### config.mk
export PLATFORM = sky130hd
export DESIGN_NAME = pipeline_ctrl_flat
export DESIGN_NICKNAME = d
export VERILOG_FILES = /design/src/rtl/pipeline_ctrl_if.sv /design/src/rtl/pipeline_ctrl.sv /design/src/flat_wrapper.sv
export SDC_FILE = /design/constraint.sdc
export NUM_CORES = 1
export LEC_CHECK = 0
export BUFFER_PORTS_ARGS = -buffer_cell sky130_fd_sc_hd__buf_2
export CAP_MARGIN = 20
export CORE_ASPECT_RATIO = 2
export CORE_UTILIZATION = 55
export CTS_BUF_LIST = sky130_fd_sc_hd__clkbuf_4
export CTS_CLUSTER_SIZE = 24
export DETAILED_ROUTE_END_ITERATION = 10
export PLACE_DENSITY = 0.82
export SLEW_MARGIN = 10
export SYNTH_ARGS = -nofsm -noshare
export SYNTH_HDL_FRONTEND = slang
export SYNTH_SLANG_ARGS = --single-unit
### constraint.sdc
create_clock -name clk -period 3.25 [get_ports clk]
set_clock_uncertainty 0.05 [all_clocks]
set_input_delay 0.1625 -clock clk [delete_from_list [all_inputs] [get_ports clk]]
set_output_delay 0.1625 -clock clk [all_outputs]
set_load 0.02 [all_outputs]
### src/rtl/pipeline_ctrl_if.sv
`default_nettype none
// ============================================================================
// Module   : pipeline_ctrl_if
// Brief    : Hazard/sequencing bundle between the datapath and pipeline_ctrl.
// Revision : 1.0 - initial release
// ============================================================================
interface pipeline_ctrl_if #(
    parameter int CNT_W = 64
);
    logic [4:0]       id_rs1;
    logic [4:0]       id_rs2;
    logic             id_use_rs1;
    logic             id_use_rs2;
    logic             id_halt;
    logic             ex_mem_read;
    logic [4:0]       ex_rd;
    logic             mem_branch_taken;
    logic             wb_valid;

    logic             pc_write;
    logic             pc_sel;
    logic             if_id_write;
    logic             if_id_flush;
    logic             id_ex_flush;
    logic             ex_mem_flush;
    logic             stall;
    logic             flush;
    logic             halted;
    logic [CNT_W-1:0] cycle_count;
    logic [CNT_W-1:0] stall_count;
    logic [CNT_W-1:0] flush_count;
    logic [CNT_W-1:0] retire_count;

    // Datapath side: reports pipeline status, consumes the controls
    modport master (
        output id_rs1, id_rs2, id_use_rs1, id_use_rs2, id_halt,
               ex_mem_read, ex_rd, mem_branch_taken, wb_valid,
        input  pc_write, pc_sel, if_id_write, if_id_flush, id_ex_flush,
               ex_mem_flush, stall, flush, halted,
               cycle_count, stall_count, flush_count, retire_count
    );

    modport slave (
        input  id_rs1, id_rs2, id_use_rs1, id_use_rs2, id_halt,
               ex_mem_read, ex_rd, mem_branch_taken, wb_valid,
        output pc_write, pc_sel, if_id_write, if_id_flush, id_ex_flush,
               ex_mem_flush, stall, flush, halted,
               cycle_count, stall_count, flush_count, retire_count
    );
endinterface
`default_nettype wire

### src/rtl/pipeline_ctrl.sv
`default_nettype none
// ============================================================================
// Module   : pipeline_ctrl
// Brief    : Load-use/branch hazard control, halt drain sequencing and
//            performance counters for the 5-stage RISC-V pipeline.
// Revision : 1.0 - initial release
// ============================================================================
module pipeline_ctrl #(
    parameter int CNT_W     = 64,
    parameter int DRAIN_CYC = 3
) (
    input  wire            clk,
    input  wire            reset,
    pipeline_ctrl_if.slave bus
);

    localparam int DC_W = (DRAIN_CYC < 1) ? 1 : $clog2(DRAIN_CYC + 1);
    localparam logic [DC_W-1:0] C_DRAIN_LAST = DC_W'(DRAIN_CYC);

    typedef enum logic [1:0] {
        ST_RUN   = 2'd0,
        ST_DRAIN = 2'd1,
        ST_HALT  = 2'd2
    } state_t;

    state_t           state_q, state_d;
    logic [DC_W-1:0]  drain_cnt_q, drain_cnt_d;
    logic [CNT_W-1:0] cycle_cnt_q, stall_cnt_q, flush_cnt_q, retire_cnt_q;

    logic w_lu, w_br;
    logic w_pc_write, w_pc_sel, w_if_id_write;
    logic w_if_id_flush, w_id_ex_flush, w_ex_mem_flush;
    logic w_stall, w_flush;

    assign w_lu = bus.ex_mem_read && (bus.ex_rd != 5'd0) &&
                  ((bus.id_use_rs1 && (bus.ex_rd == bus.id_rs1)) ||
                   (bus.id_use_rs2 && (bus.ex_rd == bus.id_rs2)));
    assign w_br = bus.mem_branch_taken;

    always_comb begin
        w_pc_write     = 1'b1;
        w_pc_sel       = 1'b0;
        w_if_id_write  = 1'b1;
        w_if_id_flush  = 1'b0;
        w_id_ex_flush  = 1'b0;
        w_ex_mem_flush = 1'b0;
        w_stall        = 1'b0;
        w_flush        = 1'b0;
        state_d        = state_q;
        drain_cnt_d    = drain_cnt_q;

        case (state_q)
            ST_RUN: begin
                if (w_br) begin
                    w_pc_sel       = 1'b1;
                    w_if_id_flush  = 1'b1;
                    w_id_ex_flush  = 1'b1;
                    w_ex_mem_flush = 1'b1;
                    w_flush        = 1'b1;
                end else if (w_lu) begin
                    w_stall       = 1'b1;
                    w_pc_write    = 1'b0;
                    w_if_id_write = 1'b0;
                    w_id_ex_flush = 1'b1;
                end else if (bus.id_halt) begin
                    // Halt moves on to EX; nothing younger is fetched behind it
                    w_pc_write    = 1'b0;
                    w_if_id_flush = 1'b1;
                    state_d       = ST_DRAIN;
                    drain_cnt_d   = DC_W'(1);
                end
            end

            ST_DRAIN: begin
                w_pc_write    = 1'b0;
                w_if_id_write = 1'b0;
                w_if_id_flush = 1'b1;
                w_id_ex_flush = 1'b1;
                if (w_br) begin
                    // Halt was speculative: redirect and resume normal flow
                    w_pc_write     = 1'b1;
                    w_pc_sel       = 1'b1;
                    w_if_id_write  = 1'b1;
                    w_ex_mem_flush = 1'b1;
                    w_flush        = 1'b1;
                    state_d        = ST_RUN;
                    drain_cnt_d    = '0;
                end else if (drain_cnt_q == C_DRAIN_LAST) begin
                    state_d = ST_HALT;
                end else begin
                    drain_cnt_d = drain_cnt_q + DC_W'(1);
                end
            end

            ST_HALT: begin
                w_pc_write     = 1'b0;
                w_if_id_write  = 1'b0;
                w_if_id_flush  = 1'b1;
                w_id_ex_flush  = 1'b1;
                w_ex_mem_flush = 1'b1;
            end

            default: begin
                state_d     = ST_RUN;
                drain_cnt_d = '0;
            end
        endcase
    end

    always_ff @(posedge clk) begin
        if (reset) begin
            state_q      <= ST_RUN;
            drain_cnt_q  <= '0;
            cycle_cnt_q  <= '0;
            stall_cnt_q  <= '0;
            flush_cnt_q  <= '0;
            retire_cnt_q <= '0;
        end else begin
            state_q     <= state_d;
            drain_cnt_q <= drain_cnt_d;
            if (state_q != ST_HALT) begin
                cycle_cnt_q  <= cycle_cnt_q  + CNT_W'(1);
                stall_cnt_q  <= stall_cnt_q  + CNT_W'(w_stall);
                flush_cnt_q  <= flush_cnt_q  + CNT_W'(w_flush);
                retire_cnt_q <= retire_cnt_q + CNT_W'(bus.wb_valid);
            end
        end
    end

    assign bus.pc_write     = w_pc_write;
    assign bus.pc_sel       = w_pc_sel;
    assign bus.if_id_write  = w_if_id_write;
    assign bus.if_id_flush  = w_if_id_flush;
    assign bus.id_ex_flush  = w_id_ex_flush;
    assign bus.ex_mem_flush = w_ex_mem_flush;
    assign bus.stall        = w_stall;
    assign bus.flush        = w_flush;
    assign bus.halted       = (state_q == ST_HALT);
    assign bus.cycle_count  = cycle_cnt_q;
    assign bus.stall_count  = stall_cnt_q;
    assign bus.flush_count  = flush_cnt_q;
    assign bus.retire_count = retire_cnt_q;

endmodule
`default_nettype wire

### src/flat_wrapper.sv
// flat-port wrapper written by rule: the top's interface ports become plain ports
module pipeline_ctrl_flat 
#(
    parameter int CNT_W     = 64,
    parameter int DRAIN_CYC = 3
)
  (clk, reset, bus_id_rs1, bus_id_rs2, bus_id_use_rs1, bus_id_use_rs2, bus_id_halt, bus_ex_mem_read, bus_ex_rd, bus_mem_branch_taken, bus_wb_valid, bus_pc_write, bus_pc_sel, bus_if_id_write, bus_if_id_flush, bus_id_ex_flush, bus_ex_mem_flush, bus_stall, bus_flush, bus_halted, bus_cycle_count, bus_stall_count, bus_flush_count, bus_retire_count);
  pipeline_ctrl_if #(.CNT_W(CNT_W)) bus_i ();
  input  wire clk;
  input  wire reset;
  input wire logic [$bits(bus_i.id_rs1)-1:0] bus_id_rs1;
  input wire logic [$bits(bus_i.id_rs2)-1:0] bus_id_rs2;
  input wire logic [$bits(bus_i.id_use_rs1)-1:0] bus_id_use_rs1;
  input wire logic [$bits(bus_i.id_use_rs2)-1:0] bus_id_use_rs2;
  input wire logic [$bits(bus_i.id_halt)-1:0] bus_id_halt;
  input wire logic [$bits(bus_i.ex_mem_read)-1:0] bus_ex_mem_read;
  input wire logic [$bits(bus_i.ex_rd)-1:0] bus_ex_rd;
  input wire logic [$bits(bus_i.mem_branch_taken)-1:0] bus_mem_branch_taken;
  input wire logic [$bits(bus_i.wb_valid)-1:0] bus_wb_valid;
  output wire logic [$bits(bus_i.pc_write)-1:0] bus_pc_write;
  output wire logic [$bits(bus_i.pc_sel)-1:0] bus_pc_sel;
  output wire logic [$bits(bus_i.if_id_write)-1:0] bus_if_id_write;
  output wire logic [$bits(bus_i.if_id_flush)-1:0] bus_if_id_flush;
  output wire logic [$bits(bus_i.id_ex_flush)-1:0] bus_id_ex_flush;
  output wire logic [$bits(bus_i.ex_mem_flush)-1:0] bus_ex_mem_flush;
  output wire logic [$bits(bus_i.stall)-1:0] bus_stall;
  output wire logic [$bits(bus_i.flush)-1:0] bus_flush;
  output wire logic [$bits(bus_i.halted)-1:0] bus_halted;
  output wire logic [$bits(bus_i.cycle_count)-1:0] bus_cycle_count;
  output wire logic [$bits(bus_i.stall_count)-1:0] bus_stall_count;
  output wire logic [$bits(bus_i.flush_count)-1:0] bus_flush_count;
  output wire logic [$bits(bus_i.retire_count)-1:0] bus_retire_count;
  assign bus_i.id_rs1 = bus_id_rs1;
  assign bus_i.id_rs2 = bus_id_rs2;
  assign bus_i.id_use_rs1 = bus_id_use_rs1;
  assign bus_i.id_use_rs2 = bus_id_use_rs2;
  assign bus_i.id_halt = bus_id_halt;
  assign bus_i.ex_mem_read = bus_ex_mem_read;
  assign bus_i.ex_rd = bus_ex_rd;
  assign bus_i.mem_branch_taken = bus_mem_branch_taken;
  assign bus_i.wb_valid = bus_wb_valid;
  assign bus_pc_write = bus_i.pc_write;
  assign bus_pc_sel = bus_i.pc_sel;
  assign bus_if_id_write = bus_i.if_id_write;
  assign bus_if_id_flush = bus_i.if_id_flush;
  assign bus_id_ex_flush = bus_i.id_ex_flush;
  assign bus_ex_mem_flush = bus_i.ex_mem_flush;
  assign bus_stall = bus_i.stall;
  assign bus_flush = bus_i.flush;
  assign bus_halted = bus_i.halted;
  assign bus_cycle_count = bus_i.cycle_count;
  assign bus_stall_count = bus_i.stall_count;
  assign bus_flush_count = bus_i.flush_count;
  assign bus_retire_count = bus_i.retire_count;
  pipeline_ctrl #(.CNT_W(CNT_W), .DRAIN_CYC(DRAIN_CYC)) u_core (.clk(clk), .reset(reset), .bus(bus_i));
endmodule
==> run_results.csv, run 1 <==
group,metric,value,unit
drt,highest_layer,"met4",
yosys,synth_area_per_cell,8.53,sq um
place,hpwlAfterDp,22900,um
setup_path,worst-setup-path-type,"reg -> reg",
clocking,clockRootBuffer,"sky130_fd_sc_hd__clkbuf_4",
cells_and_area,post_route_cells_drive_above_1_share,24.0,%
cells_and_area,nets,1774,
timing,max_freq,335,MHz
drt,drtAntennaViolNets,0,
global_routing,grt_max_degree,100,
timing,slew_violations,0,
yosys,synthArstFlopShare,0,%
drt,num_vias,11441,
yosys,synth_seq_area_share,43.1,%
setup_path,start_kind,"flip-flop",
power_and_ir_drop,sw_frac_of_total,24.1,%
clocking,cts_max_path_buffers,3,
floorplanning,design.die.area,22600,sq um
drt,wire_per_inst,15.6,um
power_and_ir_drop,ir_drop_worst_vdd,0.305,mV
timing,timing.final.hold_violations,0,
yosys,synth_cell_type_count,49,
yosys,combinational_family_with_the_most_area_after_synthesis,"simple AND/OR/NAND/NOR gates",
timing,timing.hold.ws,0.430,ns
drt,routedLengthMet1,11600,um
global_routing,grt_pass1_vias,11096,
floorplanning,initial_utilization,56.1,%
setup_path,rr_worst_depth,13,
yosys,synth-warning-count,0,
clocking,cts_max_level,2,
yosys,post_synth_fa_ha_maj_area_fraction,1.24,%
yosys,netlist_instances,1415,
clocking,clock_insertion_delay_worst_skew,0.71,ns
clocking,tritoncts.num_buffers,58,
yosys,synth_mux_area_share,0.664,%
yosys,netlist_area,12100,sq um
yosys,synth-compound-area-share,4.22,%
floorplanning,io_pins,288,
yosys,yosys.area.top_type,"sky130_fd_sc_hd__dfxtp_1",
floorplanning,fp-row-count,76,
yosys,post_synth_and_or_nand_nor_area_fraction,31.7,%
setup_path,crit_fanout,16,
power_and_ir_drop,share_seq_of_total_power,55.1,%
place,gp_congestion,0.854,
timing,timing.final.crit_share,91.8,%
yosys,synth-main-ff-cell,"sky130_fd_sc_hd__dfxtp_1",
yosys,synth_enable_flop_cells,0,
global_routing,wire_length_of_the_first_global_routing_pass,51700,um
power_and_ir_drop,power_frac_clock,41.4,%
place,port-buffer-count,287,
yosys,yosys.area_share.xor_xnor,16.0,%
floorplanning,die_y,211,um
power_and_ir_drop,power.switching,0.00140,W
timing,finalCriticalPeriod,2.98,ns
timing,max_slew_margin,44.9,%
cells_and_area,final_core_util,68.1,%
drt,route.final.wire_length,31900,um
global_routing,globalRouteTotalUtil,27.8,%
drt,met2_length,17300,um
drt,via_density_per_instance,5.59,
yosys,number_of_synthesized_register_bits,260,
drt,drt-initial-drc-count,614,
drt,drtPass1Iterations,5,
min_path,hold_class,"reg -> reg",
min_path,hold_path_depth,2,
timing,worstMarginPinSlew,0.821,ns
clocking,clkTransAtPathRegs,0.07,ns
run_status,run_status,"complete, no violations",
timing,report.final.setup_viol,0,
flow_run,max_cap_violations,0,
global_routing,grt_remaining_overflow,0,
yosys,synthTopCellsByArea,"sky130_fd_sc_hd__dfxtp_1, sky130_fd_sc_hd__xor2_1, sky130_fd_sc_hd__nor2_1",
floorplanning,dieWidth,107,um
yosys,synth_top_cell_area_share,43.1,%
power_and_ir_drop,power_report.internal_total,0.00442,W
power_and_ir_drop,share_comb_of_total_power,3.5,%
cells_and_area,area_added_between_synthesis_and_finish,21.4,%
setup_path,critical_path_required,3.77,ns
clocking,tritoncts_num_sinks,260,
cells_and_area,layout.filler_cells,1790,
floorplanning,coreArea,21500,sq um
yosys,syn-num-nets,1450,
clocking,cts_tree,"built",
drt,drt_drc_violations_left,0,
setup_path,cp_data_arrival_time,3.50,ns
setup_path,critical_path.endpoint_type,"flip-flop",
power_and_ir_drop,power_density,398,nW/um^2
global_routing,antenna_found_initial,1,
drt,met3WireLength,1690,um
power_and_ir_drop,p_leak,6.03,nW
logic make-up after synthesis:
| family | Yosys count |
|---|---|
| fa+ha+maj | 12 |
| xor+xnor | 220 |
| buf+inv | 90 |
| simple gates | 730 |
| mux | 8 |
| compound gates | 95 |
| flops | 260 |
placed cells by master, fill, tap and decap left out, types with 31 or more instances in the layout:
cell type,Yosys,final
sky130_fd_sc_hd__a21oi_1,45,45
sky130_fd_sc_hd__buf_2,8,286
sky130_fd_sc_hd__clkbuf_4,0,83
sky130_fd_sc_hd__dfxtp_1,260,260
sky130_fd_sc_hd__inv_1,32,31
sky130_fd_sc_hd__nand2_1,83,83
sky130_fd_sc_hd__nand3_1,82,82
sky130_fd_sc_hd__nand4_1,97,97
sky130_fd_sc_hd__nor2_1,253,252
sky130_fd_sc_hd__nor3_1,44,43
sky130_fd_sc_hd__o21ai_0,38,38
sky130_fd_sc_hd__or3_1,38,38
sky130_fd_sc_hd__xnor2_1,107,107
sky130_fd_sc_hd__xor2_1,113,113
layer usage:
metal	vias up	track usage, %
met2	328	52.2
met3	96	6.13
met1	5463	27.6
met4	0	15.4
li1	5554	-
met5	-	0
power groups by stage:
stage	combinational, W	sequential (W)	clock, W
finish	0.000201	0.00321	0.00241
global route	0.000220	0.00321	0.00261
CTS	0.000199	0.00321	0.00248
detailed placement	0.000189	0.00328	0
global placement	0.000184	0.00328	0
floorplan	0.000111	0.00329	0
area by class of cell:
type / instances / area (sq um) / area share, %
clock inverters: 11 / 42.5 / 0.291
well taps: 273 / 342 / 2.33
clock buffers: 83 / 623 / 4.26
multi-input cells: 1065 / 6530 / 44.6
inverters: 32 / 120 / 0.820
diodes: 1 / 2.50 / 0.0171
flip-flops and latches: 260 / 5200 / 35.5
repair buffers: 322 / 1780 / 12.2
cells in the mapped netlist, types with 3 or more instances:
cell type	instances
sky130_fd_sc_hd__or4_1	3
sky130_fd_sc_hd__o21ai_0	38
sky130_fd_sc_hd__ha_1	12
sky130_fd_sc_hd__o31ai_1	3
sky130_fd_sc_hd__and4_1	26
sky130_fd_sc_hd__clkbuf_1	44
sky130_fd_sc_hd__and2_1	13
sky130_fd_sc_hd__nand2_1	83
sky130_fd_sc_hd__buf_4	3
sky130_fd_sc_hd__and4b_1	3
sky130_fd_sc_hd__and3_1	28
sky130_fd_sc_hd__nand3_1	82
sky130_fd_sc_hd__a21oi_1	45
sky130_fd_sc_hd__xnor2_1	107
sky130_fd_sc_hd__nor2b_1	6
sky130_fd_sc_hd__nor4_2	4
sky130_fd_sc_hd__buf_2	8
sky130_fd_sc_hd__nor3_2	9
sky130_fd_sc_hd__nor2_1	253
sky130_fd_sc_hd__dfxtp_1	260
sky130_fd_sc_hd__or3_1	38
sky130_fd_sc_hd__mux2i_1	8
sky130_fd_sc_hd__xor2_1	113
sky130_fd_sc_hd__nor4_1	17
sky130_fd_sc_hd__nor3_1	44
sky130_fd_sc_hd__nand2b_1	4
sky130_fd_sc_hd__inv_1	32
sky130_fd_sc_hd__and3b_1	3
sky130_fd_sc_hd__nand4_1	97
sequential cells by signal (all words and copies together) (netlist names):
register / count
u_core.drain_cnt_q: 2
u_core.bus.flush_count: 64
u_core.bus.stall_count: 64
u_core.bus.retire_count: 64
u_core.state_q: 2
u_core.bus.cycle_count: 64
what timing repair did:
item,CTS,global route
hold endpoints to repair,74,0
buffers inserted,0,2
endpoints found under the setup margin,0,29
hold buffers,8,0
resized for setup,0,4
critical path: stages, from the launching register on:
cell and delay [ns]:
sky130_fd_sc_hd__dfxtp_1 0.35, sky130_fd_sc_hd__inv_1 0.13, sky130_fd_sc_hd__ha_4 0.18, sky130_fd_sc_hd__nor2_1 0.05, sky130_fd_sc_hd__nor2_1 0.15, sky130_fd_sc_hd__ha_1 0.21
sky130_fd_sc_hd__ha_1 0.17, sky130_fd_sc_hd__and3b_1 0.25, sky130_fd_sc_hd__nand4_1 0.13, sky130_fd_sc_hd__or3_1 0.39, sky130_fd_sc_hd__buf_4 0.21, sky130_fd_sc_hd__nor4_1 0.35
sky130_fd_sc_hd__xnor2_1 0.18, sky130_fd_sc_hd__nor2_1 0.05
worst paths after layout:
path / to / slack (ns) / from
worst min register to register: u_core.bus.flush_count[63]$_SDFFE_PP0N_ / 0.43 / u_core.bus.flush_count[63]$_SDFFE_PP0N_
worst max register to register: u_core.bus.flush_count[54]$_SDFFE_PP0N_ / 0.27 / u_core.state_q[0]$_SDFFE_PP0P_
worst max-delay path: u_core.bus.flush_count[54]$_SDFFE_PP0N_ / 0.27 / u_core.state_q[0]$_SDFFE_PP0P_
worst min-delay path: u_core.bus.flush_count[63]$_SDFFE_PP0N_ / 0.43 / u_core.bus.flush_count[63]$_SDFFE_PP0N_
metrics by stage:
stage               cells  TNS (ns)  total power, W  setup slack (ns)  area, sq um
floorplan            1415         0         0.00340            0.0163        12100
global placement     1941         0         0.00346             0.274        13800
detailed placement   1941         0         0.00347             0.123        13800
CTS                  2043         0         0.00589             0.126        14600
global route         2047   -0.0137         0.00604           -0.0137        14600
finish               2047         0         0.00582             0.268        14600
Power figures use the tool's default switching activity.
==> run 2, diff against run 1 <==
--- a/config.mk
+++ b/config.mk
@@ -12,7 +12,7 @@
 export CTS_BUF_LIST = sky130_fd_sc_hd__clkbuf_4
 export CTS_CLUSTER_SIZE = 24
 export DETAILED_ROUTE_END_ITERATION = 10
-export PLACE_DENSITY = 0.82
+export PLACE_DENSITY = 0.85
 export SLEW_MARGIN = 10
 export SYNTH_ARGS = -nofsm -noshare
 export SYNTH_HDL_FRONTEND = slang
==> run 2 against run 1 <==
  * Cell area grew 0.26%
  * Final cell count up 0.64%
  * Worst setup slack worse by 0.036 ns
  * Critical path type unchanged
==> run_results.csv, run 2 (synthesis results as in run 1) <==
group,metric,value,unit
power_and_ir_drop,ir_drop_worst_vdd,0.420,mV
setup_path,rr_startpoint,"u_core.state_q[1]$_SDFFE_PP0P_",
drt,drtAntennaViolNets,0,
setup_path,delay_of_the_slowest_critical_path_stage,0.34,ns
global_routing,grt_max_degree,115,
power_and_ir_drop,p_leak,6.05,nW
place,port-buffer-count,287,
floorplanning,io_pins,288,
drt,route.final.wire_length,33000,um
cells_and_area,nets,1776,
global_routing,wire_length_of_the_first_global_routing_pass,52700,um
cells_and_area,post_route_cells_drive_above_1_share,24.4,%
flow_run,max_cap_violations,0,
floorplanning,dieWidth,107,um
place,gp_congestion,0.912,
clocking,cts_tree,"built",
timing,report.final.setup_viol,0,
timing,worstMarginPinSlew,0.815,ns
setup_path,worst-setup-path-type,"reg -> reg",
place,hpwlAfterDp,23400,um
timing,timing.final.crit_share,92.9,%
drt,drtPass1Iterations,5,
timing,finalCriticalPeriod,3.02,ns
setup_path,worst_setup_sp,"u_core.state_q[1]$_SDFFE_PP0P_",
setup_path,standard_cell_with_the_maximum_stage_delay_on_the_critical_path,"sky130_fd_sc_hd__dfxtp_1",
clocking,tritoncts_num_sinks,260,
min_path,hold_class,"in -> reg",
global_routing,globalRouteTotalUtil,28.5,%
min_path,hold_start,"bus_id_use_rs2",
setup_path,critical_path.endpoint_type,"flip-flop",
min_path,hold_path_depth,6,
cells_and_area,layout_common_cells,"sky130_fd_sc_hd__buf_2, sky130_fd_sc_hd__dfxtp_1, sky130_fd_sc_hd__nor2_1",
clocking,clock_insertion_delay_worst_skew,0.70,ns
floorplanning,initial_utilization,56.1,%
run_status,run_status,"complete, no violations",
drt,num_vias,11642,
drt,drt_drc_violations_left,0,
drt,wire_per_inst,16.0,um
global_routing,grt_remaining_overflow,0,
setup_path,critical_path_required,3.78,ns
setup_path,crit_fanout,8,
cells_and_area,final_core_util,68.3,%
place,standard_cell_area_after_detailed_placement,13900,sq um
setup_path,start_kind,"flip-flop",
setup_path,worstPathCellList,"inv_1, ha_2, buf_4, inv_1, or2_2, nor2_2, ha_1, ha_1, and4b_1, and2_1, nand4_1, buf_4, nor2_1, xnor2_1, nor2_1",
timing,max_freq,331,MHz
drt,via_density_per_instance,5.65,
floorplanning,die_y,211,um
cells_and_area,layout.cells.most_common,"sky130_fd_sc_hd__buf_2",
power_and_ir_drop,power_density,406,nW/um^2
clocking,cts_max_level,2,
cells_and_area,final_cell_area,14700,sq um
timing,timing.final.hold_violations,0,
clocking,cts_max_path_buffers,3,
clocking,clockRootBuffer,"sky130_fd_sc_hd__clkbuf_4",
timing,max_slew_margin,45.5,%
timing,slew_violations,0,
setup_path,rr_worst_depth,15,
clocking,tritoncts.num_buffers,58,
floorplanning,coreArea,21500,sq um
floorplanning,fp-row-count,76,
global_routing,antenna_found_initial,1,
clocking,clkTransAtPathRegs,0.08,ns
floorplanning,design.die.area,22600,sq um
cells_and_area,area_added_between_synthesis_and_finish,21.7,%
setup_path,cp_data_arrival_time,3.54,ns
global_routing,grt_pass1_vias,11335,
drt,drt-initial-drc-count,585,
## run 2: cell types whose count changed in the layout (fill, tap and decap cells not counted), sizes merged
cell         before  now
inv              32   33
clkinv           11   13
dlygate4sd3       8    7
buf             313  316
clkbuf           84   92
## run 2: timing repair
item / in CTS / in global routing
gates resized for setup: 0 / 1
hold buffers: 7 / 0
buffers inserted: 0 / 2
endpoints found under the setup margin: 0 / 17
endpoints found under the hold margin: 14 / 0
## run 2: layout make-up
cell class              count  area (sq um)
diodes                      1          2.50
clock buffers              91           683
clock inverters            14          52.6
fillers                  1747          6810
inverters                  32           120
multi-input cells        1065          6510
flip-flops and latches    260          5200
well taps                 273           342
repair buffers            324          1770
## run 2: critical path: cells and delay by family, from the launching register on
kind | cells | cell delay (ns)
xor gates and xnor gates | 1 | 0.13
DFF | 1 | 0.34
adders and majority gates | 3 | 0.54
and+or+nand+nor | 7 | 1.31
buffers and inverters | 4 | 0.55
## run 2: where the power goes
part | total (W) | internal [W] | switching (W)
clock network | 0.00256 | 0.00127 | 0.00129
logic | 0.000200 | 0.0000699 | 0.000130
registers | 0.00321 | 0.00319 | 0.0000125
## run 2: layer usage
metal | track usage [%] | wire length, um | vias up
li1 | - | - | 5568
met1 | 27.9 | 11600 | 5563
met2 | 52.6 | 17600 | 397
met3 | 6.34 | 1910 | 114
met4 | 18.4 | 1890 | 0
met5 | 0 | 0 | -
## run 2: stage by stage
| step | hold slack [ns] | TNS [ns] | worst slack (ns) | power (W) | cells |
|---|---|---|---|---|---|
| finish | 0.0542 | 0 | 0.232 | 0.00597 | 2060 |
| global route | 0.0681 | -0.0371 | -0.0188 | 0.00620 | 2060 |
| CTS | 0.00501 | 0 | 0.202 | 0.00603 | 2057 |
| detailed placement | 0.435 | 0 | 0.138 | 0.00347 | 1945 |
| global placement | 0.410 | 0 | 0.286 | 0.00347 | 1945 |
| floorplan | 0.327 | 0 | 0.0163 | 0.00340 | 1415 |
## run 2: final timing paths
| path | to | slack [ns] |
|---|---|---|
| setup reg to reg | u_core.bus.stall_count[14]$_SDFFE_PP0N_ | 0.23 |
| hold reg to reg | u_core.bus.retire_count[63]$_SDFFE_PP0N_ | 0.44 |
| setup / recovery | u_core.bus.stall_count[14]$_SDFFE_PP0N_ | 0.23 |
| hold / removal | u_core.drain_cnt_q[1]$_SDFFE_PP0P_ | 0.05 |
